$ cat config.mk
export PLATFORM = sky130hd
export DESIGN_NAME = carfield_addr_map_cfg
export DESIGN_NICKNAME = d
export VERILOG_FILES = /design/src/rtl/carfield_pkg.sv /design/src/rtl/carfield_addr_map_match.sv /design/src/rtl/carfield_addr_map_cfg.sv
export SDC_FILE = /design/constraint.sdc
export NUM_CORES = 2
export LEC_CHECK = 0
export CORE_ASPECT_RATIO = 0.5
export CORE_MARGIN = 2
export CORE_UTILIZATION = 65
export CTS_BUF_LIST = sky130_fd_sc_hd__clkbuf_2
export CTS_CLUSTER_SIZE = 40
export DETAILED_ROUTE_END_ITERATION = 8
export HOLD_SLACK_MARGIN = 0.06
export MAX_ROUTING_LAYER = met4
export PLACE_DENSITY = 0.94
export SKIP_LAST_GASP = 1
export SLEW_MARGIN = 20
export SYNTH_ARGS = -nofsm -noshare
export SYNTH_HDL_FRONTEND = slang
export SYNTH_SLANG_ARGS = --single-unit
export TNS_END_PERCENT = 50
$ cat constraint.sdc
create_clock -name clk_i -period 8.37 [get_ports clk_i]
set_input_delay 1.674 -clock clk_i [delete_from_list [all_inputs] [get_ports clk_i]]
set_output_delay 1.674 -clock clk_i [all_outputs]
set_load 0.01 [all_outputs]
$ cat src/rtl/carfield_pkg.sv
// Shared types and register offsets for the runtime-programmable Carfield address map.
// Optional error reporting is controlled by CARFIELD_ADDR_MAP_ERR_EN (see carfield_addr_map_cfg).
package carfield_pkg;

    localparam int unsigned AddrMapAddrWidth = 48;
    localparam int unsigned AddrMapIdxWidth  = 4;

    localparam logic [31:0] AddrMapCtrlOffs     = 32'h0000_0000;
    localparam logic [31:0] AddrMapStatusOffs   = 32'h0000_0004;
    localparam logic [31:0] AddrMapNumRulesOffs = 32'h0000_0008;
    localparam logic [31:0] AddrMapRuleBase     = 32'h0000_0100;
    localparam logic [31:0] AddrMapRuleStride   = 32'h0000_0020;

    typedef struct packed {
        logic [AddrMapIdxWidth-1:0]  idx;
        logic [AddrMapAddrWidth-1:0] start_addr;
        logic [AddrMapAddrWidth-1:0] end_addr;
    } addr_rule_t;

    typedef struct packed {
        logic [31:0] addr;
        logic        write;
        logic [31:0] wdata;
        logic [3:0]  wstrb;
        logic        valid;
    } addr_map_reg_req_t;

    typedef struct packed {
        logic [31:0] rdata;
        logic        error;
        logic        ready;
    } addr_map_reg_rsp_t;

    function automatic logic [31:0] apply_wstrb(
        input logic [31:0] old_val,
        input logic [31:0] wdata,
        input logic [3:0]  wstrb
    );
        logic [31:0] res;
        for (int b = 0; b < 4; b++) begin
            res[8*b +: 8] = wstrb[b] ? wdata[8*b +: 8] : old_val[8*b +: 8];
        end
        return res;
    endfunction

endpackage

$ cat src/rtl/carfield_addr_map_match.sv
// Combinational priority matcher: end-exclusive ranges, lowest rule index wins on overlap.
module carfield_addr_map_match #(
    parameter int unsigned         NumRules  = 8,
    parameter int unsigned         AddrWidth = 48,
    parameter int unsigned         IdxWidth  = 4,
    parameter logic [IdxWidth-1:0] MissIdx   = '0
) (
    input  logic [NumRules-1:0][AddrWidth-1:0] start_i,
    input  logic [NumRules-1:0][AddrWidth-1:0] end_i,
    input  logic [NumRules-1:0][IdxWidth-1:0]  idx_i,
    input  logic [AddrWidth-1:0]               addr_i,
    output logic                               hit_o,
    output logic [IdxWidth-1:0]                idx_o
);

    logic [NumRules-1:0] match;

    // An empty or inverted range (start >= end) can never match.
    for (genvar gi = 0; gi < NumRules; gi++) begin : g_rule
        assign match[gi] = (start_i[gi] < end_i[gi]) &&
                           (addr_i >= start_i[gi]) && (addr_i < end_i[gi]);
    end

    always_comb begin
        hit_o = |match;
        idx_o = MissIdx;
        for (int i = NumRules - 1; i >= 0; i--) begin
            if (match[i]) begin
                idx_o = idx_i[i];
            end
        end
    end

endmodule

$ cat src/rtl/carfield_addr_map_cfg.sv
// Runtime-programmable address map: shadow/active rule tables, register bus, 1-cycle lookup port.
// Define CARFIELD_ADDR_MAP_ERR_EN to report bus errors on bad/RO/locked accesses.
module carfield_addr_map_cfg
    import carfield_pkg::*;
#(
    parameter int unsigned                NumRules   = 8,
    parameter int unsigned                AddrWidth  = 48,
    parameter int unsigned                IdxWidth   = 4,
    parameter type                        rule_t     = addr_rule_t,
    parameter rule_t [NumRules-1:0]       DefaultMap = '0,
    parameter logic [IdxWidth-1:0]        MissIdx    = '0,
    parameter type                        reg_req_t  = addr_map_reg_req_t,
    parameter type                        reg_rsp_t  = addr_map_reg_rsp_t
) (
    input  logic                 clk_i,
    input  logic                 rst_ni,
    input  reg_req_t             reg_req_i,
    output reg_rsp_t             reg_rsp_o,
    input  logic                 lkp_valid_i,
    output logic                 lkp_ready_o,
    input  logic [AddrWidth-1:0] lkp_addr_i,
    output logic                 res_valid_o,
    input  logic                 res_ready_i,
    output logic [IdxWidth-1:0]  res_idx_o,
    output logic                 res_hit_o,
    output logic                 locked_o
);

    localparam int unsigned HiWidth = AddrWidth - 32;

    logic [NumRules-1:0][AddrWidth-1:0] sh_start_q, sh_end_q, act_start_q, act_end_q;
    logic [NumRules-1:0][IdxWidth-1:0]  sh_idx_q, act_idx_q;
    logic                               dirty_q, locked_q;

    logic                res_valid_q, res_hit_q;
    logic [IdxWidth-1:0] res_idx_q;

    // ---------------- register decode ----------------
    logic [31:0] rule_offs;
    logic [4:0]  rule_sel;
    logic [2:0]  rule_field;
    logic        is_ctrl, is_status, is_numrules, is_rule;

    assign rule_offs   = reg_req_i.addr - AddrMapRuleBase;
    assign rule_sel    = rule_offs[9:5];
    assign rule_field  = rule_offs[4:2];
    assign is_ctrl     = (reg_req_i.addr == AddrMapCtrlOffs);
    assign is_status   = (reg_req_i.addr == AddrMapStatusOffs);
    assign is_numrules = (reg_req_i.addr == AddrMapNumRulesOffs);
    assign is_rule     = (reg_req_i.addr >= AddrMapRuleBase) && (rule_offs[1:0] == 2'b00) &&
                         (rule_offs[31:5] < 27'(NumRules)) && (rule_field <= 3'd4);

    logic [AddrWidth-1:0] rd_start, rd_end;
    logic [IdxWidth-1:0]  rd_idx;
    logic [31:0]          rule_rdata;

    always_comb begin
        rd_start = '0;
        rd_end   = '0;
        rd_idx   = '0;
        for (int i = 0; i < NumRules; i++) begin
            if (rule_sel == 5'(i)) begin
                rd_start = sh_start_q[i];
                rd_end   = sh_end_q[i];
                rd_idx   = sh_idx_q[i];
            end
        end
        case (rule_field)
            3'd0:    rule_rdata = rd_start[31:0];
            3'd1:    rule_rdata = 32'(rd_start[AddrWidth-1:32]);
            3'd2:    rule_rdata = rd_end[31:0];
            3'd3:    rule_rdata = 32'(rd_end[AddrWidth-1:32]);
            3'd4:    rule_rdata = 32'(rd_idx);
            default: rule_rdata = '0;
        endcase
    end

    logic [31:0] rdata;
    logic        acc_err, commit, lock_set, rule_we;

    always_comb begin
        rdata    = '0;
        acc_err  = 1'b0;
        commit   = 1'b0;
        lock_set = 1'b0;
        rule_we  = 1'b0;
        if (reg_req_i.valid) begin
            if (is_ctrl) begin
                rdata = {30'b0, locked_q, 1'b0};
                if (reg_req_i.write && reg_req_i.wstrb[0]) begin
                    if (reg_req_i.wdata[0]) begin
                        if (locked_q) acc_err = 1'b1;
                        else          commit  = 1'b1;
                    end
                    lock_set = reg_req_i.wdata[1];
                end
            end else if (is_status) begin
                rdata   = {31'b0, dirty_q};
                acc_err = reg_req_i.write;
            end else if (is_numrules) begin
                rdata   = 32'(NumRules);
                acc_err = reg_req_i.write;
            end else if (is_rule) begin
                rdata = rule_rdata;
                if (reg_req_i.write) begin
                    if (locked_q) acc_err = 1'b1;
                    else          rule_we = 1'b1;
                end
            end else begin
                acc_err = 1'b1;
            end
        end
    end

`ifdef CARFIELD_ADDR_MAP_ERR_EN
    logic rsp_error;
    assign rsp_error = acc_err;
`else
    logic rsp_error, unused_acc_err;
    assign rsp_error      = 1'b0;
    assign unused_acc_err = acc_err;
`endif

    always_comb begin
        reg_rsp_o       = '0;
        reg_rsp_o.ready = 1'b1;
        reg_rsp_o.rdata = rdata;
        reg_rsp_o.error = rsp_error;
    end

    // ---------------- shadow / active tables ----------------
    always_ff @(posedge clk_i or negedge rst_ni) begin
        if (!rst_ni) begin
            for (int i = 0; i < NumRules; i++) begin
                sh_start_q[i]  <= AddrWidth'(DefaultMap[i].start_addr);
                sh_end_q[i]    <= AddrWidth'(DefaultMap[i].end_addr);
                sh_idx_q[i]    <= IdxWidth'(DefaultMap[i].idx);
                act_start_q[i] <= AddrWidth'(DefaultMap[i].start_addr);
                act_end_q[i]   <= AddrWidth'(DefaultMap[i].end_addr);
                act_idx_q[i]   <= IdxWidth'(DefaultMap[i].idx);
            end
            dirty_q  <= 1'b0;
            locked_q <= 1'b0;
        end else begin
            if (rule_we) begin
                for (int i = 0; i < NumRules; i++) begin
                    if (rule_sel == 5'(i)) begin
                        case (rule_field)
                            3'd0: sh_start_q[i][31:0] <= apply_wstrb(sh_start_q[i][31:0],
                                      reg_req_i.wdata, reg_req_i.wstrb);
                            3'd1: sh_start_q[i][AddrWidth-1:32] <= HiWidth'(apply_wstrb(
                                      32'(sh_start_q[i][AddrWidth-1:32]), reg_req_i.wdata, reg_req_i.wstrb));
                            3'd2: sh_end_q[i][31:0] <= apply_wstrb(sh_end_q[i][31:0],
                                      reg_req_i.wdata, reg_req_i.wstrb);
                            3'd3: sh_end_q[i][AddrWidth-1:32] <= HiWidth'(apply_wstrb(
                                      32'(sh_end_q[i][AddrWidth-1:32]), reg_req_i.wdata, reg_req_i.wstrb));
                            3'd4: sh_idx_q[i] <= IdxWidth'(apply_wstrb(32'(sh_idx_q[i]),
                                      reg_req_i.wdata, reg_req_i.wstrb));
                            default: ;
                        endcase
                    end
                end
            end
            if (commit) begin
                act_start_q <= sh_start_q;
                act_end_q   <= sh_end_q;
                act_idx_q   <= sh_idx_q;
            end
            if (commit)       dirty_q <= 1'b0;
            else if (rule_we) dirty_q <= 1'b1;
            if (lock_set) locked_q <= 1'b1;
        end
    end

    // ---------------- lookup port ----------------
    logic                m_hit;
    logic [IdxWidth-1:0] m_idx;

    // Matches against the active table as registered, so a same-cycle commit is not yet visible.
    carfield_addr_map_match #(
        .NumRules  (NumRules),
        .AddrWidth (AddrWidth),
        .IdxWidth  (IdxWidth),
        .MissIdx   (MissIdx)
    ) i_match (
        .start_i (act_start_q),
        .end_i   (act_end_q),
        .idx_i   (act_idx_q),
        .addr_i  (lkp_addr_i),
        .hit_o   (m_hit),
        .idx_o   (m_idx)
    );

    assign lkp_ready_o = !res_valid_q || res_ready_i;

    always_ff @(posedge clk_i or negedge rst_ni) begin
        if (!rst_ni) begin
            res_valid_q <= 1'b0;
            res_hit_q   <= 1'b0;
            res_idx_q   <= MissIdx;
        end else if (lkp_valid_i && lkp_ready_o) begin
            res_valid_q <= 1'b1;
            res_hit_q   <= m_hit;
            res_idx_q   <= m_idx;
        end else if (res_ready_i) begin
            res_valid_q <= 1'b0;
        end
    end

    assign res_valid_o = res_valid_q;
    assign res_hit_o   = res_hit_q;
    assign res_idx_o   = res_idx_q;
    assign locked_o    = locked_q;

endmodule

* After elaboration in Yosys (flattened, before gate mapping)
Index checks and enable logic that the tools add are counted.
** Cells by class
- $add $sub $neg :: 1
- $lt $le $gt $ge :: 27
- Eq/ne operators :: 13
- Multiplexer cells :: 56
- Reductions and logical operators :: 134
** Operator list (count)
- $lt A48 B48 Y1 :: 16
- $mux W48 :: 16
- $reduce_and A4 Y1 :: 104
- $ge A48 B48 Y1 :: 8
- $mux W32 :: 5
- $pmux W32 S5 :: 1
- $mux W4 :: 16
- $eq A32 B3 Y1 const B :: 1
- $eq A32 B4 Y1 const B :: 1
- $ge A32 B9 Y1 const B :: 1
- $logic_not A32 Y1 :: 1
- $sub A32 B9 Y32 const B :: 1
- $lt A27 B4 Y1 const B :: 1
- $logic_and A1 B1 Y1 :: 21
- $eq A5 B3 Y1 const B :: 4
- $mux W1 :: 18
- $eq A5 B2 Y1 const B :: 2
- $reduce_or A8 Y1 :: 1
- $eq A3 B2 Y1 const B :: 2
- $eq A5 B1 Y1 const B :: 1
- $logic_not A5 Y1 :: 1
- $reduce_bool A2 Y1 :: 2
- $eq A3 B1 Y1 const B :: 1
- $eq A3 B3 Y1 const B :: 1
- 5 further kinds :: 5
** Word-level totals
- Flip-flop bits (word level) :: 1608
- Logic and storage cells :: 364

* Longest topological paths before layout
- Word-level depth :: 16
- Depth in mapped cells :: 13

* By module
From an unflattened synthesis, not the netlist that was laid out.
** Second synthesis, totals
- Cells, all modules :: 8332
- Area total of the unflattened synthesis :: 94688.3 sq um
** By module, submodules not included
- carfield_addr_map_cfg :: instances 1, cells an instance 4657, area each 67280.8 sq um, seq. area each 40238.6 sq um
- carfield_addr_map_match :: instances 1, cells an instance 3675, area each 27407.5 sq um, seq. area each 0.0 sq um

* Worst setup path after synthesis
Ideal clock, no wire load.
- Path kind :: input to output
- From :: in reg_req_i[54] (netlist name)
- To :: out reg_rsp_o[23] (netlist name)
- Data arrival time :: 4.171 ns
- Data required time :: 6.696 ns
- Path slack :: 2.525 ns
- Stages on the path :: 11
- Cells stage by stage :: or4_4 -> nor4_4 -> nand3_4 -> or4b_1 -> o21ai_1 -> nand4b_1 -> inv_1 -> nand2_1 -> clkbuf_1 -> buf_1 -> nor2_1
** RTL lines
- start, declared :: line carfield_addr_map_cfg.sv:17 : input reg_req_t reg_req_i,
- end, declared :: line carfield_addr_map_cfg.sv:18 : output reg_rsp_t reg_rsp_o,

==> reports/results.ini <==
[yosys]
async_reset_ff_frac=1.00
synth_area_um2=93700
synth.avg_cell_area_um2=9.70
ys_ff_latch=1608
yosysSeqAreaShare=0.429
yosysTopAreaCell=dfrtp_1
synth_top_area_share=0.429
synthCells=9669
syn-num-nets=10900
synth_commonest_cells=nand2_1 (2658), dfrtp_1 (1608), ha_1 (1138), inv_1 (790), mux2_2 (609)
yosys_warnings=0
synthFlopType=dfrtp_1
synth-edff-count=0
ys_top_cells_by_area=dfrtp_1 (43%), ha_1 (15%), nand2_1 (11%), mux2_2 (7.3%), inv_1 (3.2%)
synthDistinctLibCells=87
yosys.cell_count.top_type=nand2_1

[critical_path]
crit_path_start_kind=input pin
cpPeakStageDelay_ns=0.91
cp_cell_sequence=clkdlybuf4s50_1 -> inv_1 -> ha_1 -> nand2_1 -> nor2_4 -> a22oi_1 -> a31oi_1 -> nor4_1 -> a31oi_1 -> clkdlybuf4s50_1
critPathLaunch=reg_req_i[46]
cp_top_family=buffers and inverters
cp.buffers_inverters=3
endpoint_kind=primary output
cp_slowest_cell=nor2_4
crit_path_max_fanout=26
crit_required_ns=6.70
arrival_ns=6.00
worstSetupPathType=in2out
reg2reg_from=act_end_q[34]$_DFFE_PN0P_

[run_status]
status=finished with violations
violations=design-rule violations

[sta]
setup_tns_ns=0
tightest_slew_ns=1.29
period_minus_slack_ns=7.68
finalCritPeriodShare=0.917
final-max-slew-violation-count=0
rsz0062_at_grt=false
maxSlewHeadroom=0.135
fin_skew_ns=0.163
setup_viol=0
timing.fmax_mhz=130
finalHoldViolations=0
timing.final.ws_setup_ns=0.694

[cells_and_area]
final_layout_size_suffix_gt1_frac=0.161
regArea_um2=40200
multiInputGateArea_um2=49200
synthToLayoutAreaGrowth_pct=7.97
instances_no_fill=12200
nFillCells=9934
fin_nets=11300

[detailed_routing]
maxUsedRoutingLayer=met4
remaining_drc_errors=28
routed_wl_mm=341
via_per_inst=6.69
route.met3.wl_mm=60.4
drt_first_pass_iters=9
drtIter0Drc=12600
num_vias=81500
wl_met2_mm=132
wl_met1_mm=123
route.detailed.wl_per_inst_um=28.0
drtAntennaViolNets=0

[hold_path]
min_path_type=reg2reg
holdCritStartpoint=sh_end_q[183]$_DFFE_PN0P_

[grt]
track_usage=0.473
grt_max_degree=181
grt_pass1_wl_mm=501
antenna_found_initial=30
grt_pass1_vias=79400
grt-ovfl-total=0

[place]
routabilityCongestion=1.12
dpl.cell_count=11600
pre_cts_slack_ns=0.907
dp_hpwl_mm=255
portBuffers=161

[cts]
path_clk_slew_ns=0.12
htree_levels=5
clk_latency_ns=1.86
post-cts-setup-buffer-count=0
cts.path.max_buffers=4
cts_buffers=368
cts-root-buf=clkbuf_2
cts_tree=done
cts_sinks=1608

[floorplanning]
io_pins=164
die_h_um=273
coreArea_um2=143000
rows=98
start_util=0.656
dieArea_um2=147000
chipWidth_um=541

[power]
power.density_nw_per_um2=138
ir_drop_mv=0.130
p_leak_nw=51.0

[flow_run]
cap_violations=0

## what timing repair did
item	CTS	global route
hold buffers	1	0
endpoints found under the setup margin	0	0
hold endpoints to repair	119	0
resized for setup	0	0
## final timing paths
check	slack, ns	to	cells after the start
min in group asynchronous	0.45	act_end_q[194]$_DFFE_PN0P_	2
hold / removal	0.40	act_end_q[183]$_DFFE_PN0P_	2
hold reg to reg	0.40	act_end_q[183]$_DFFE_PN0P_	2
setup / recovery	0.69	reg_rsp_o[10]	10
max in group asynchronous	5.78	sh_end_q[304]$_DFFE_PN0P_	4
setup reg to reg	2.82	res_hit_o$_DFFE_PN0P_	12
## layout by cell type, fill, tap and decap left out, types with 30 or more instances in the layout
cell type / netlist / routed
a211oi_1: 84 / 83
a21o_1: 83 / 83
a21oi_1: 328 / 328
a221oi_1: 52 / 52
a222oi_1: 50 / 50
a22oi_1: 270 / 270
a31oi_1: 101 / 101
buf_4: 2 / 154
clkbuf_2: 0 / 531
clkdlybuf4s50_1: 0 / 158
clkinv_1: 0 / 42
dfrtp_1: 1608 / 1608
diode_2: 0 / 37
ha_1: 1138 / 1138
inv_1: 790 / 790
mux2_1: 47 / 47
mux2_2: 609 / 609
mux2_4: 144 / 144
nand2_1: 2658 / 2657
nand3_1: 111 / 111
nand4_1: 181 / 181
nor2_1: 192 / 188
nor2_2: 44 / 44
nor2_8: 36 / 36
nor3_1: 83 / 72
nor4_1: 42 / 40
o211ai_1: 31 / 31
o21a_1: 30 / 30
o21ai_0: 212 / 208
## cell families after synthesis
group           Yosys count  synth area share
compound gates         1433             0.103
flops                  1608             0.429
mux                     802             0.102
buf+inv                1152            0.0474
simple gates           3531             0.166
fa+ha+maj              1138             0.152
xor+xnor                  3          0.000280
other cells               2         0.0000801
## per-layer routing
| metal | up-vias | global-route usage |
|---|---|---|
| met3 | 1636 | 0.241 |
| met5 | - | - |
| met1 | 39300 | 0.577 |
| met4 | 0 | 0.281 |
| met2 | 6163 | 0.621 |
| li1 | 34500 | - |
## flip-flops by register name (all words and copies together), names as in the netlist
name,count
sh_end_q,384
res_valid_o,1
locked_o,1
sh_start_q,384
dirty_q,1
res_hit_o,1
act_idx_q,32
act_end_q,384
act_start_q,384
res_idx_o,4
sh_idx_q,32
## per-stage QoR
stage	util	cell area [um2]	total power, mW	hold slack [ns]
5_1_grt	0.708	101000	14.3	0.432
4_1_cts	0.707	101000	13.8	0.418
3_5_place_dp	0.686	98100	9.01	0.454
3_3_place_gp	0.686	98100	8.97	0.446
2_1_floorplan	-	93700	8.36	0.430
6_report	0.708	101000	13.9	0.404
## tightest hold or removal path, cell delays in order (launching register included)
cell and delay, ns:
dfrtp_1 0.41, nand2_1 0.07, nand2_1 0.06
## area by class of cell
cell class | count | share of cell area
clock inverter | 66 | 0.00313
timing repair buffer | 344 | 0.0331
tap | 1900 | 0.0235
inverter | 790 | 0.0293
clock buffer | 531 | 0.0263
antenna | 37 | 0.000915
sequential | 1608 | 0.398
multi-input combinational | 6909 | 0.486
## power breakdown
group	switching, mW	total (mW)	internal, mW	leakage, nW
Sequential	0.00261	7.77	7.77	22.5
Combinational	0.805	1.14	0.338	26.2
Clock	3.33	5.03	1.70	2.36
Total	4.13	13.9	9.81	51.0
(Power assumes the default switching activity.)
